<file path="src/rtl/alu_mul_ctrl.sv">
// ---------------------------------------------------------------------------
// alu_mul_ctrl
//
// Sequential 16x16 unsigned shift-add multiplier that borrows the shared
// 16-bit ripple ALU as its adder. The CPU execute stage owns the ALU
// whenever o_busy is low. While o_busy is high, this block drives the ALU
// operand and control lines. It folds each returned sum back into a 32-bit
// partial product, one multiplier bit per cycle.
//
// Optional feature macro: ALU_MUL_OVF_EN
//   When defined, adds o_ovf. o_ovf is registered together with o_product
//   and flags a product that does not fit in 16 bits.
//
// Parameters
//   OP_ADD         ALU op code that selects add (default 3'b010)
//
// Ports
//   clk            system clock, rising edge
//   reset          synchronous, active-high reset
//   i_start        multiply request, sampled only while idle
//   i_mcand        multiplicand, captured when a start is accepted
//   i_mplier       multiplier, captured when a start is accepted
//   o_busy         high during the 16 iteration cycles
//   o_done         one-cycle pulse when o_product is updated
//   o_product      32-bit result, held until the next completion
//   o_alu_a        ALU operand a (partial-product high word)
//   o_alu_b        ALU operand b (multiplicand or zero)
//   o_alu_cin      ALU carry in, always 0
//   o_alu_ainvert  ALU a-invert, always 0
//   o_alu_bnegate  ALU b-negate, always 0
//   o_alu_op       ALU operation select, always OP_ADD
//   i_alu_result   ALU sum, combinational return in the same cycle
//   i_alu_cout     ALU carry out of bit 15
//   o_ovf          (ALU_MUL_OVF_EN only) product exceeds 16 bits
// ---------------------------------------------------------------------------
module alu_mul_ctrl #(
  parameter logic [2:0] OP_ADD = 3'b010
) (
  input  logic        clk,
  input  logic        reset,
  input  logic        i_start,
  input  logic [15:0] i_mcand,
  input  logic [15:0] i_mplier,
  output logic        o_busy,
  output logic        o_done,
  output logic [31:0] o_product,
  output logic [15:0] o_alu_a,
  output logic [15:0] o_alu_b,
  output logic        o_alu_cin,
  output logic        o_alu_ainvert,
  output logic        o_alu_bnegate,
  output logic [2:0]  o_alu_op,
  input  logic [15:0] i_alu_result,
  input  logic        i_alu_cout
`ifdef ALU_MUL_OVF_EN
  ,
  output logic        o_ovf
`endif
);

  localparam logic [1:0] S_IDLE = 2'd0;
  localparam logic [1:0] S_CALC = 2'd1;
  localparam logic [1:0] S_DONE = 2'd2;

  logic [1:0]  r_state;
  logic [15:0] r_mc;
  logic [15:0] r_hi;
  logic [15:0] r_lo;
  logic [3:0]  r_cnt;
  logic        r_done;
  logic [31:0] r_product;

  logic        w_calc;
  logic        w_last;
  logic [31:0] w_product_next;

  assign w_calc = (r_state == S_CALC);
  assign w_last = w_calc && (r_cnt == 4'd15);

  // The ALU sum plus its carry, followed by the multiplier bits not yet
  // consumed. This is the partial product shifted right by one. The carry
  // lands in bit 31, so no bit of the sum is lost.
  assign w_product_next = {i_alu_cout, i_alu_result, r_lo[15:1]};

  // Outside CALC, the operand lines rest at zero and the op at add. The
  // execute stage substitutes its own values while busy is low.
  assign o_alu_a       = w_calc ? r_hi : 16'h0000;
  assign o_alu_b       = (w_calc && r_lo[0]) ? r_mc : 16'h0000;
  assign o_alu_cin     = 1'b0;
  assign o_alu_ainvert = 1'b0;
  assign o_alu_bnegate = 1'b0;
  assign o_alu_op      = OP_ADD;

  assign o_busy    = w_calc;
  assign o_done    = r_done;
  assign o_product = r_product;

  // Control FSM. A start is only looked at in IDLE, so a start that arrives
  // mid-operation is dropped rather than queued. DONE always lasts a single
  // cycle, which gives 18 cycles per multiply when start is held high.
  always_ff @(posedge clk) begin
    if (reset) begin
      r_state <= S_IDLE;
    end else begin
      case (r_state)
        S_IDLE:  if (i_start) r_state <= S_CALC;
        S_CALC:  if (r_cnt == 4'd15) r_state <= S_DONE;
        S_DONE:  r_state <= S_IDLE;
        default: r_state <= S_IDLE;
      endcase
    end
  end

  // Operand capture and shift-add datapath. The operands are captured only
  // when a start is accepted, so later changes on i_mcand/i_mplier have no
  // effect. Each CALC cycle retires one multiplier bit from the bottom of lo,
  // while the product grows in from the top.
  always_ff @(posedge clk) begin
    if (reset) begin
      r_mc  <= 16'h0000;
      r_hi  <= 16'h0000;
      r_lo  <= 16'h0000;
      r_cnt <= 4'd0;
    end else begin
      if (r_state == S_IDLE && i_start) begin
        r_mc  <= i_mcand;
        r_lo  <= i_mplier;
        r_hi  <= 16'h0000;
        r_cnt <= 4'd0;
      end else if (w_calc) begin
        {r_hi, r_lo} <= w_product_next;
        r_cnt        <= r_cnt + 4'd1;
      end
    end
  end

  // The result register and done pulse are loaded on the final CALC edge
  // straight from the shifter output. This makes both valid together during
  // the DONE cycle. A reset mid-operation clears the result, and since the
  // FSM returns to IDLE, no done pulse follows.
  always_ff @(posedge clk) begin
    if (reset) begin
      r_done    <= 1'b0;
      r_product <= 32'h0000_0000;
    end else begin
      r_done <= w_last;
      if (w_last) begin
        r_product <= w_product_next;
      end
    end
  end

`ifdef ALU_MUL_OVF_EN
  logic r_ovf;

  // Overflow means that any bit of the high half of the finished product is
  // set. It is loaded on the same edge as the product and holds alongside it.
  always_ff @(posedge clk) begin
    if (reset) begin
      r_ovf <= 1'b0;
    end else if (w_last) begin
      r_ovf <= |w_product_next[31:16];
    end
  end

  assign o_ovf = r_ovf;
`endif

endmodule

</file>
<file path="config.mk">
export PLATFORM = sky130hd
export DESIGN_NAME = alu_mul_ctrl
export DESIGN_NICKNAME = d
export VERILOG_FILES = /design/src/rtl/alu_mul_ctrl.sv
export SDC_FILE = /design/constraint.sdc
export NUM_CORES = 1
export LEC_CHECK = 0
export ABC_AREA = 1
export BUFFER_PORTS_ARGS = -buffer_cell sky130_fd_sc_hd__buf_4
export CAP_MARGIN = 30
export CORE_UTILIZATION = 49
export CTS_CLUSTER_DIAMETER = 120
export DETAILED_ROUTE_END_ITERATION = 10
export GPL_TIMING_DRIVEN = 0
export PLACE_DENSITY = 0.74
export SYNTH_ARGS = -nofsm -noshare
export SYNTH_HDL_FRONTEND = slang
export SYNTH_SLANG_ARGS = --single-unit
export TNS_END_PERCENT = 20
</file>
<file path="constraint.sdc">
create_clock -name clk -period 4.4 [get_ports clk]
set_input_delay 1.32 -clock clk [delete_from_list [all_inputs] [get_ports clk]]
set_output_delay 1.32 -clock clk [all_outputs]
set_load 0.02 [all_outputs]
</file>
==> metrics, run 1 <==
post-synth top area share around 47%; mapped cell area approximately 3700 sq um; fillers 684; startpoint types register; Synth top cells by count 155 x nand2_1, 87 x dfxtp_1, 72 x nor2_1, 64 x nand3_1, 52 x inv_1; Yosys reg bits 87; vias in the first global route around 3,200; global route overflow 0; Resized cells post-CTS 0; cts bufs inserted 9; largest stage delay on the critical path roughly 0.31 ns; final period utilization ~72%; ranking of synthesized cells by area dfxtp_1 47%, nand2_1 16%, nand3_1 8.7%; min Tclk post-route ~3.2 ns; setup repair after global routing missed its margin no; pre-CTS WS between 1.5 and 2 ns; dpl hpwl around 6500 um; Antenna diodes 0; clk slew on worst S/H paths 0.08 ns; Hold WS 0.464 ns; syn avg cell area a little under 7 sq um; Post-synth ARST share 0%; gpl congestion between 0.7 and 0.8; initial antenna violation count 0; multi-input logic area 1530 sq um; Post-DRT Antenna Nets 0; Total Neg Setup Slack 0 ns; register area roughly 1700 sq um; critical path, cell by cell buf_4 -> inv_2 -> nor2_4 -> nand2_1 -> buf_2 -> nor2_1 -> buf_4; First-pass DRT Iterations 4; I/O Buffers roughly 120; via count around 3,600; Root Driver clkbuf_8; top_reg_cell synth dfxtp_1; Setup Skew approximately 0.011 ns; fin. max-slew vios 0; Final WS setup between 1 and 1.5 ns; Worst path top cell family by delay buffers and inverters; Synth cell types 22; Slowest-stage cell, CP dfxtp_1; status finished, final reports clean; crit path DAT 1.87 ns; share of cells above drive strength 1 around a quarter; crit path kind register to output pin; WL final approximately 9000 um; Worst Path Required 3.08 ns; CTS max path bufs 2; largest net degree at the start of global routing 14; Setup crit end kind output pin; Layout area overhead 32.0%; IO Pins roughly 120; synthesized instance count 532; HP Class register to register; placed inst area approximately 4700 sq um; clk_lat worst skew about 0.35 ns; first-pass GRT wire length about 14,000 um; total power 1560 uW; Hold Buf Count CTS 0; Post-synth EDFFs 0; overall routing resource usage between 20 and 25%; Critical Path Most Common Cell buf_4; Setup Fix Bufs, Post-CTS 0; Max H-tree Level 3; Die Footprint about 7900 sq um; maximum vdd drop about 0.16 mV; Worst Path Buf+Inv 4; Max Clock Freq 0.314 GHz; clk sinks 87; WL/cell roughly 12 um; Residual DRC 0; Max Cap Viol 0; Die H 88.8 um; P_leak about 0.0024 uW; sequential share of the synthesized area between 40% and 50%; Final Setup Violations 0; power density cells roughly 320 nW/um^2; Initial Util slightly above 50%; Nets between 700 and 800; Via density around 4.8; Die Wd approximately 89 um; Critical Path Fanout Max 10; CTS tree built; Yosys top cell by area dfxtp_1; Rows 31; most common cell in the netlist nand2_1; initial drt markers about 180; Core Area 7250 sq um; Final Hold Fails 0; post-route cell area 4870 sq um; Yosys warning total 0
-- cells by family after synthesis --
family,after synthesis,synth area share [%]
buf+inv,94,11.9
other cells,2,0.203
xor+xnor,1,0.237
flops,87,47.2
simple gates,297,33.3
fa+ha+maj,1,0.339
compound gates,50,6.88
-- metrics by stage --
stage	std cells	util [%]
6_report	765	67.2
5_1_grt	765	67.2
4_1_cts	765	67.2
3_5_place_dp	750	64.7
3_3_place_gp	750	64.7
2_1_floorplan	536	-
-- sequential cells by signal, summed over array words and instances, names as in the netlist --
register / flops
r_mc: 16
o_product: 32
r_cnt: 4
r_state: 2
r_hi: 16
o_done: 1
r_lo: 16
-- final timing paths --
path             endpoint  slack, ns  depth (start not counted)       start
min          o_product[4]       0.46                          2     r_lo[5]
max            o_alu_b[9]       1.21                          7  r_state[0]
min reg2reg  o_product[4]       0.46                          2     r_lo[5]
max reg2reg      r_mc[14]       2.95                          6  r_state[0]
-- final cells by class --
class | instances | share of cell area, %
plain buffers | 38 | 4.70
clock buffers | 11 | 2.70
clock inverters | 4 | 0.975
inverters | 56 | 4.31
multi-input cells | 355 | 31.3
flip-flops and latches | 87 | 35.7
well taps | 99 | 2.54
repair buffers | 115 | 17.7
-- worst register-to-register path: stages, from the launching register on --
cell,delay (ns)
dfxtp_1,0.30
buf_4,0.18
nor2_4,0.24
nand2_4,0.11
clkbuf_1,0.23
o21ai_0,0.22
nor2_1,0.06
-- report_power, final --
| part | internal [uW] | total [uW] | switching, uW |
|---|---|---|---|
| registers | 819 | 837 | 18.7 |
| logic | 82.4 | 196 | 114 |
| clock network | 258 | 526 | 268 |
| total | 1160 | 1560 | 401 |
-- layout by cell type (no fill, tap or decap) --
| master | n |
|---|---|
| nand2_1 | 155 |
| buf_4 | 126 |
| dfxtp_1 | 87 |
| nor2_1 | 72 |
| nand3_1 | 64 |
| inv_1 | 52 |
| a21oi_1 | 33 |
| buf_2 | 18 |
| o21ai_0 | 16 |
| clkbuf_8 | 9 |
| clkbuf_1 | 7 |
| conb_1 | 6 |
| inv_2 | 4 |
| buf_6 | 3 |
| nor2_4 | 2 |
| clkinv_2 | 2 |
| nand2_2 | 1 |
| nand2_4 | 1 |
| o21ai_2 | 1 |
| xor2_1 | 1 |
| nor3b_1 | 1 |
| nand3_2 | 1 |
| buf_1 | 1 |
| ha_1 | 1 |
| clkinvlp_4 | 1 |
| bufinv_16 | 1 |
-- layer usage --
metal | wire, um | part of all wire, % | GRT usage [%]
met3 | 466 | 5.2 | 3.54
met1 | 4160 | 46 | 29.5
met2 | 4170 | 47 | 39.1
met5 | 0 | 0 | 0
met4 | 159 | 1.8 | 9.68
Note: power is estimated with default switching activity, not from simulation.
==> inputs of run 2 (changes only) <==
- CORE_UTILIZATION: 49 -> 45
- PLACE_DENSITY: 0.74 -> 0.71
- clock period: 4.4 -> 2.7 ns (I/O delays scaled with it)
==> run 2 against run 1 <==
Sequential share of layout area shrank 0.18 points. Highest routed layer unchanged. Via count decreased by 1.1%. Worst setup slack worse by 1.1 ns. Worst hold slack improved by 0.0011 ns. Clock skew decreased by 0.0049 ns. Clock power is 74% higher. Global-route usage down 2.0 points. Largest power group unchanged. Register-to-register slack worse by 1.7 ns. First-iteration DRC count is 28% lower.
==> metrics, run 2 (synthesis results as in run 1) <==
Worst Hold End o_product[3]; Root Driver clkbuf_8; Initial Util about 47%; share of cells above drive strength 1 25.8%; maximum vdd drop roughly 0.32 mV; Core Area roughly 7800 sq um; Critical Path Fanout Max 10; Die H between 90 and 100 um; final period utilization 95.3%; crit path kind register to output pin; largest stage delay on the critical path 0.32 ns; first-pass GRT wire length ~14,000 um; vias in the first global route between 3,000 and 4,000; clk slew on worst S/H paths 0.08 ns; global route overflow 0; Rows 32; CTS tree built; Hold Buf Count CTS 0; placed inst area approximately 4700 sq um; reg2reg start r_state[0]; Final Setup Violations 0; via count 3,598; startpoint types register; hold depth 2; P_leak approximately 0.0024 uW; Cells after DPL approximately 750; Via density between 4 and 5; post-route cell area 4900 sq um; CTS max path bufs 2; largest net degree at the start of global routing 14; Setup Fix Bufs, Post-CTS 0; Layout area overhead 32.7%; Setup crit end kind output pin; FF-to-FF End o_product[21]; dpl hpwl between 6000 and 7000 um; I/O Buffers ~120; Die Footprint between 8000 and 9000 sq um; critical path, cell by cell buf_4 -> inv_2 -> nor2_4 -> nand2_2 -> buf_2 -> nor2_1 -> buf_4; Nets roughly 720; max FFs per register 32; min Tclk post-route between 2 and 3 ns; Finished Layout Cells ~770; most frequent cells in the layout 154 x nand2_1, 126 x buf_4, 87 x dfxtp_1; overall routing resource usage a little over a fifth; gpl congestion roughly 0.80; Residual DRC 0; Worst Path Required approximately 1.9 ns; WL final roughly 9000 um; initial drt markers around 130; clk sinks slightly below 90; Max Clock Freq 0.389 GHz; Setup Skew around 0.0064 ns; crit path DAT approximately 1.8 ns; Min-Delay Startpoint r_lo[4]; Final Hold Fails 0; fin. max-slew vios 0; IO Pins between 100 and 150; fillers about 770; First-pass DRT Iterations 4; WL/cell 11.6 um; worst reg-to-reg setup slack around 1.2 ns; cts bufs inserted 9; HP Class register to register; Max Cap Viol 0; Post-DRT Antenna Nets 0; Critical Path Most Common Cell buf_4; leading cell type in the layout, fill and taps excluded nand2_1; clk_lat worst skew around 0.35 ns; Slowest-stage cell, CP dfxtp_1; initial antenna violation count 0; power density cells approximately 530 nW/um^2; Antenna diodes 0; cells on worst reg2reg path 7; Resized cells post-CTS 0; status finished, final reports clean; Die Wd roughly 93 um; Max H-tree Level 3
==> run 2: changes by cell type in the layout (fill, tap and decap cells not counted) <==
cell / delta
clkbuf_1: -1
clkinv_2: -1
clkbuf_8: +2
nand2_1: -1
nand2_2: +1
==> run 2: layer usage <==
layer | GRT usage [%] | vias to the layer above | routed length [um]
met5 | 0 | - | 0
met1 | 26.9 | 1621 | 4210
met4 | 9.51 | 0 | 167
met3 | 3.04 | 15 | 385
li1 | - | 1878 | -
met2 | 35.4 | 84 | 4150
==> run 2: how the worst max path moves through the flow <==
stage	slack [ns]	cells after the start	from	endpoint
finish	0.13	7	r_state[0]	o_alu_b[9]
global route	-0.006	7	r_state[0]	o_alu_b[9]
CTS	0.02	7	r_state[0]	o_alu_b[9]
detailed placement	0.40	7	r_state[0]	o_alu_b[9]
global placement	0.42	7	r_state[0]	o_alu_b[5]
floorplan	0.62	6	r_state[0]	o_alu_b[10]
==> run 2: critical path: cells and delay by family (launching register included) <==
kind,cells,cell delay [ns]
buffers and inverters,4,0.61
and+or+nand+nor,3,0.48
DFF,1,0.32
==> run 2: metrics by stage <==
stage / setup slack, ns / setup TNS (ns) / hold WS (ns) / util (%) / power, uW
CTS: 0.0220 / 0 / 0.465 / 62.4 / 2610
global placement: 0.419 / 0 / 0.452 / 59.9 / 1710
global route: -0.00636 / -0.00636 / 0.476 / 62.4 / 2710
floorplan: 0.621 / 0 / 0.438 / - / 1590
detailed placement: 0.405 / 0 / 0.456 / 59.9 / 1710
finish: 0.127 / 0 / 0.465 / 62.4 / 2600
==> run 2: layout make-up <==
type,count,area [sq um],share of cell area (%)
plain buffers,38,229,4.67
clock buffers,12,155,3.17
clock inverters,3,42.5,0.868
inverters,56,210,4.29
multi-input cells,355,1530,31.2
flip-flops and latches,87,1740,35.5
well taps,102,128,2.60
repair buffers,115,863,17.6
==> run 2: report_power, final <==
group          internal [uW]  switching (uW)  leakage (uW)  total (uW)
Combinational            135             185       0.00162         319
Clock                    472             444     0.0000985         917
Sequential              1330            30.2      0.000709        1360
Total                   1940             660       0.00243        2600
==> inputs of run 3 (changes only) <==
- PLACE_DENSITY: 0.71 -> default
- PLACE_DENSITY_LB_ADDON: default -> 0.15
==> run 3 against run 2 <==
Worst hold slack got worse by 0.0018 ns. Sequential power barely moved. Die area did not move. Non-clock buffer count did not move. Combinational power barely moved. Fmax fell by 0.11%. Power rose by 1.4%. Final area barely moved. Global-route usage rose by 0.86 points. Via count rose by 0.39%. First-iteration DRC count did not move. Worst setup slack got worse by 0.0028 ns. Critical path type unchanged. Largest cell class unchanged.
==> metrics, run 3 (synthesis results as in run 1) <==
status finished, final reports clean; Core Area slightly below 8000 sq um; Worst Path Buf+Inv 4; Setup Fix Bufs, Post-CTS 0; critical path, cell by cell buf_4 -> inv_2 -> nor2_4 -> nand2_2 -> buf_2 -> nor2_1 -> buf_4; reg2reg start r_state[0]; I/O Buffers roughly 120; Root Driver clkbuf_8; Post-DRT Antenna Nets 0; WL final around 9000 um; First-pass DRT Iterations 4; Setup Skew 0.0103 ns; leading cell type in the layout, fill and taps excluded nand2_1; initial antenna violation count 0; Max Cap Viol 0; Worst Path Required roughly 1.9 ns; Slowest-stage cell, CP dfxtp_1; total power approximately 2600 uW; max FFs per register 32; initial drt markers between 100 and 150; Initial Util a little under half; Cells after DPL approximately 750; Setup crit end kind output pin; WL/cell around 12 um; maximum vdd drop about 0.3 mV; Max Clock Freq 0.388 GHz; Hold Buf Count CTS 0; Rows 32; CTS max path bufs 2; clk slew on worst S/H paths ~0.080 ns; Antenna diodes 0; largest net degree at the start of global routing 14; final period utilization around 95%; Residual DRC 0; Resized cells post-CTS 0; Die H between 90 and 100 um; via count 3,612; Final Setup Violations 0; IO Pins between 100 and 150; cts bufs inserted 9; gpl congestion ~0.8; overall routing resource usage 22.0%; clk_lat worst skew about 0.35 ns; largest stage delay on the critical path approximately 0.31 ns; Critical Path Most Common Cell buf_4; fin. max-slew vios 0; Via density approximately 4.7; Die Wd roughly 93 um; power density cells 538 nW/um^2; share of cells above drive strength 1 25.7%; first-pass GRT wire length 15,200 um; CTS tree built; min Tclk post-route between 2 and 3 ns; clk sinks a little under 90; Die Footprint 8570 sq um; most frequent cells in the layout 154 x nand2_1, 126 x buf_4, 87 x dfxtp_1; Min-Delay Startpoint r_lo[10]; fillers just under 800; Finished Layout Cells between 700 and 800; global route overflow 0; Util after Layout between 60% and 70%; crit path DAT between 1.5 and 2 ns; Critical Path Fanout Max 10; Layout area overhead 32.7%; Max H-tree Level 3; startpoint types register; Final Hold Fails 0; Hold WS ~0.46 ns; HP Class register to register; vias in the first global route approximately 3,500; Worst path top cell family by delay buffers and inverters; crit path kind register to output pin; crit path launch r_state[0]; Total Neg Setup Slack 0 ns; setup repair after global routing missed its margin no; dpl hpwl between 6000 and 7000 um; P_leak around 0.0024 uW; Nets between 700 and 800
## run 3: report_power, final
part / leakage, uW / switching [uW] / total [uW] / internal [uW]
clock network: 0.0000982 / 442 / 952 / 510
registers: 0.000709 / 30.3 / 1360 / 1330
logic: 0.00162 / 185 / 319 / 134
## run 3: worst paths after layout
| path | to | slack (ns) | cells past startpoint |
|---|---|---|---|
| worst max register to register | r_mc[8] | 1.24 | 6 |
| worst min-delay path | o_product[9] | 0.46 | 2 |
| worst min register to register | o_product[9] | 0.46 | 2 |
| worst max-delay path | o_alu_b[8] | 0.12 | 7 |
## run 3: worst reg2reg max path, delay by kind of cell (launching register included)
kind                   cells  cell delay, ns
buffers and inverters      2            0.41
AND/OR/NAND/NOR            3            0.40
AO/OA/AOI/OAI              1            0.24
flip-flops                 1            0.30
## run 3: layout make-up
class / count / area [sq um] / share of cell area, %
multi-input cells: 355 / 1530 / 31.2
clock buffers: 10 / 128 / 2.60
flip-flops and latches: 87 / 1740 / 35.5
well taps: 102 / 128 / 2.60
plain buffers: 38 / 229 / 4.67
inverters: 56 / 210 / 4.29
clock inverters: 4 / 72.6 / 1.48
repair buffers: 115 / 863 / 17.6
## run 3: per-stage QoR
step	worst slack, ns	instance area [sq um]
after detailed placement	0.409	4700
final	0.124	4900
after CTS	0.0291	4900
after global placement	0.415	4700
after global routing	0.0176	4900
after floorplan	0.621	3710
## run 3: per-layer routing
metal | up-vias | global-route usage (%) | wire length, um
li1 | 1885 | - | -
met2 | 102 | 38.3 | 4200
met5 | - | 0 | 0
met4 | 0 | 7.03 | 72
met3 | 8 | 3.45 | 544
met1 | 1617 | 27.7 | 4160
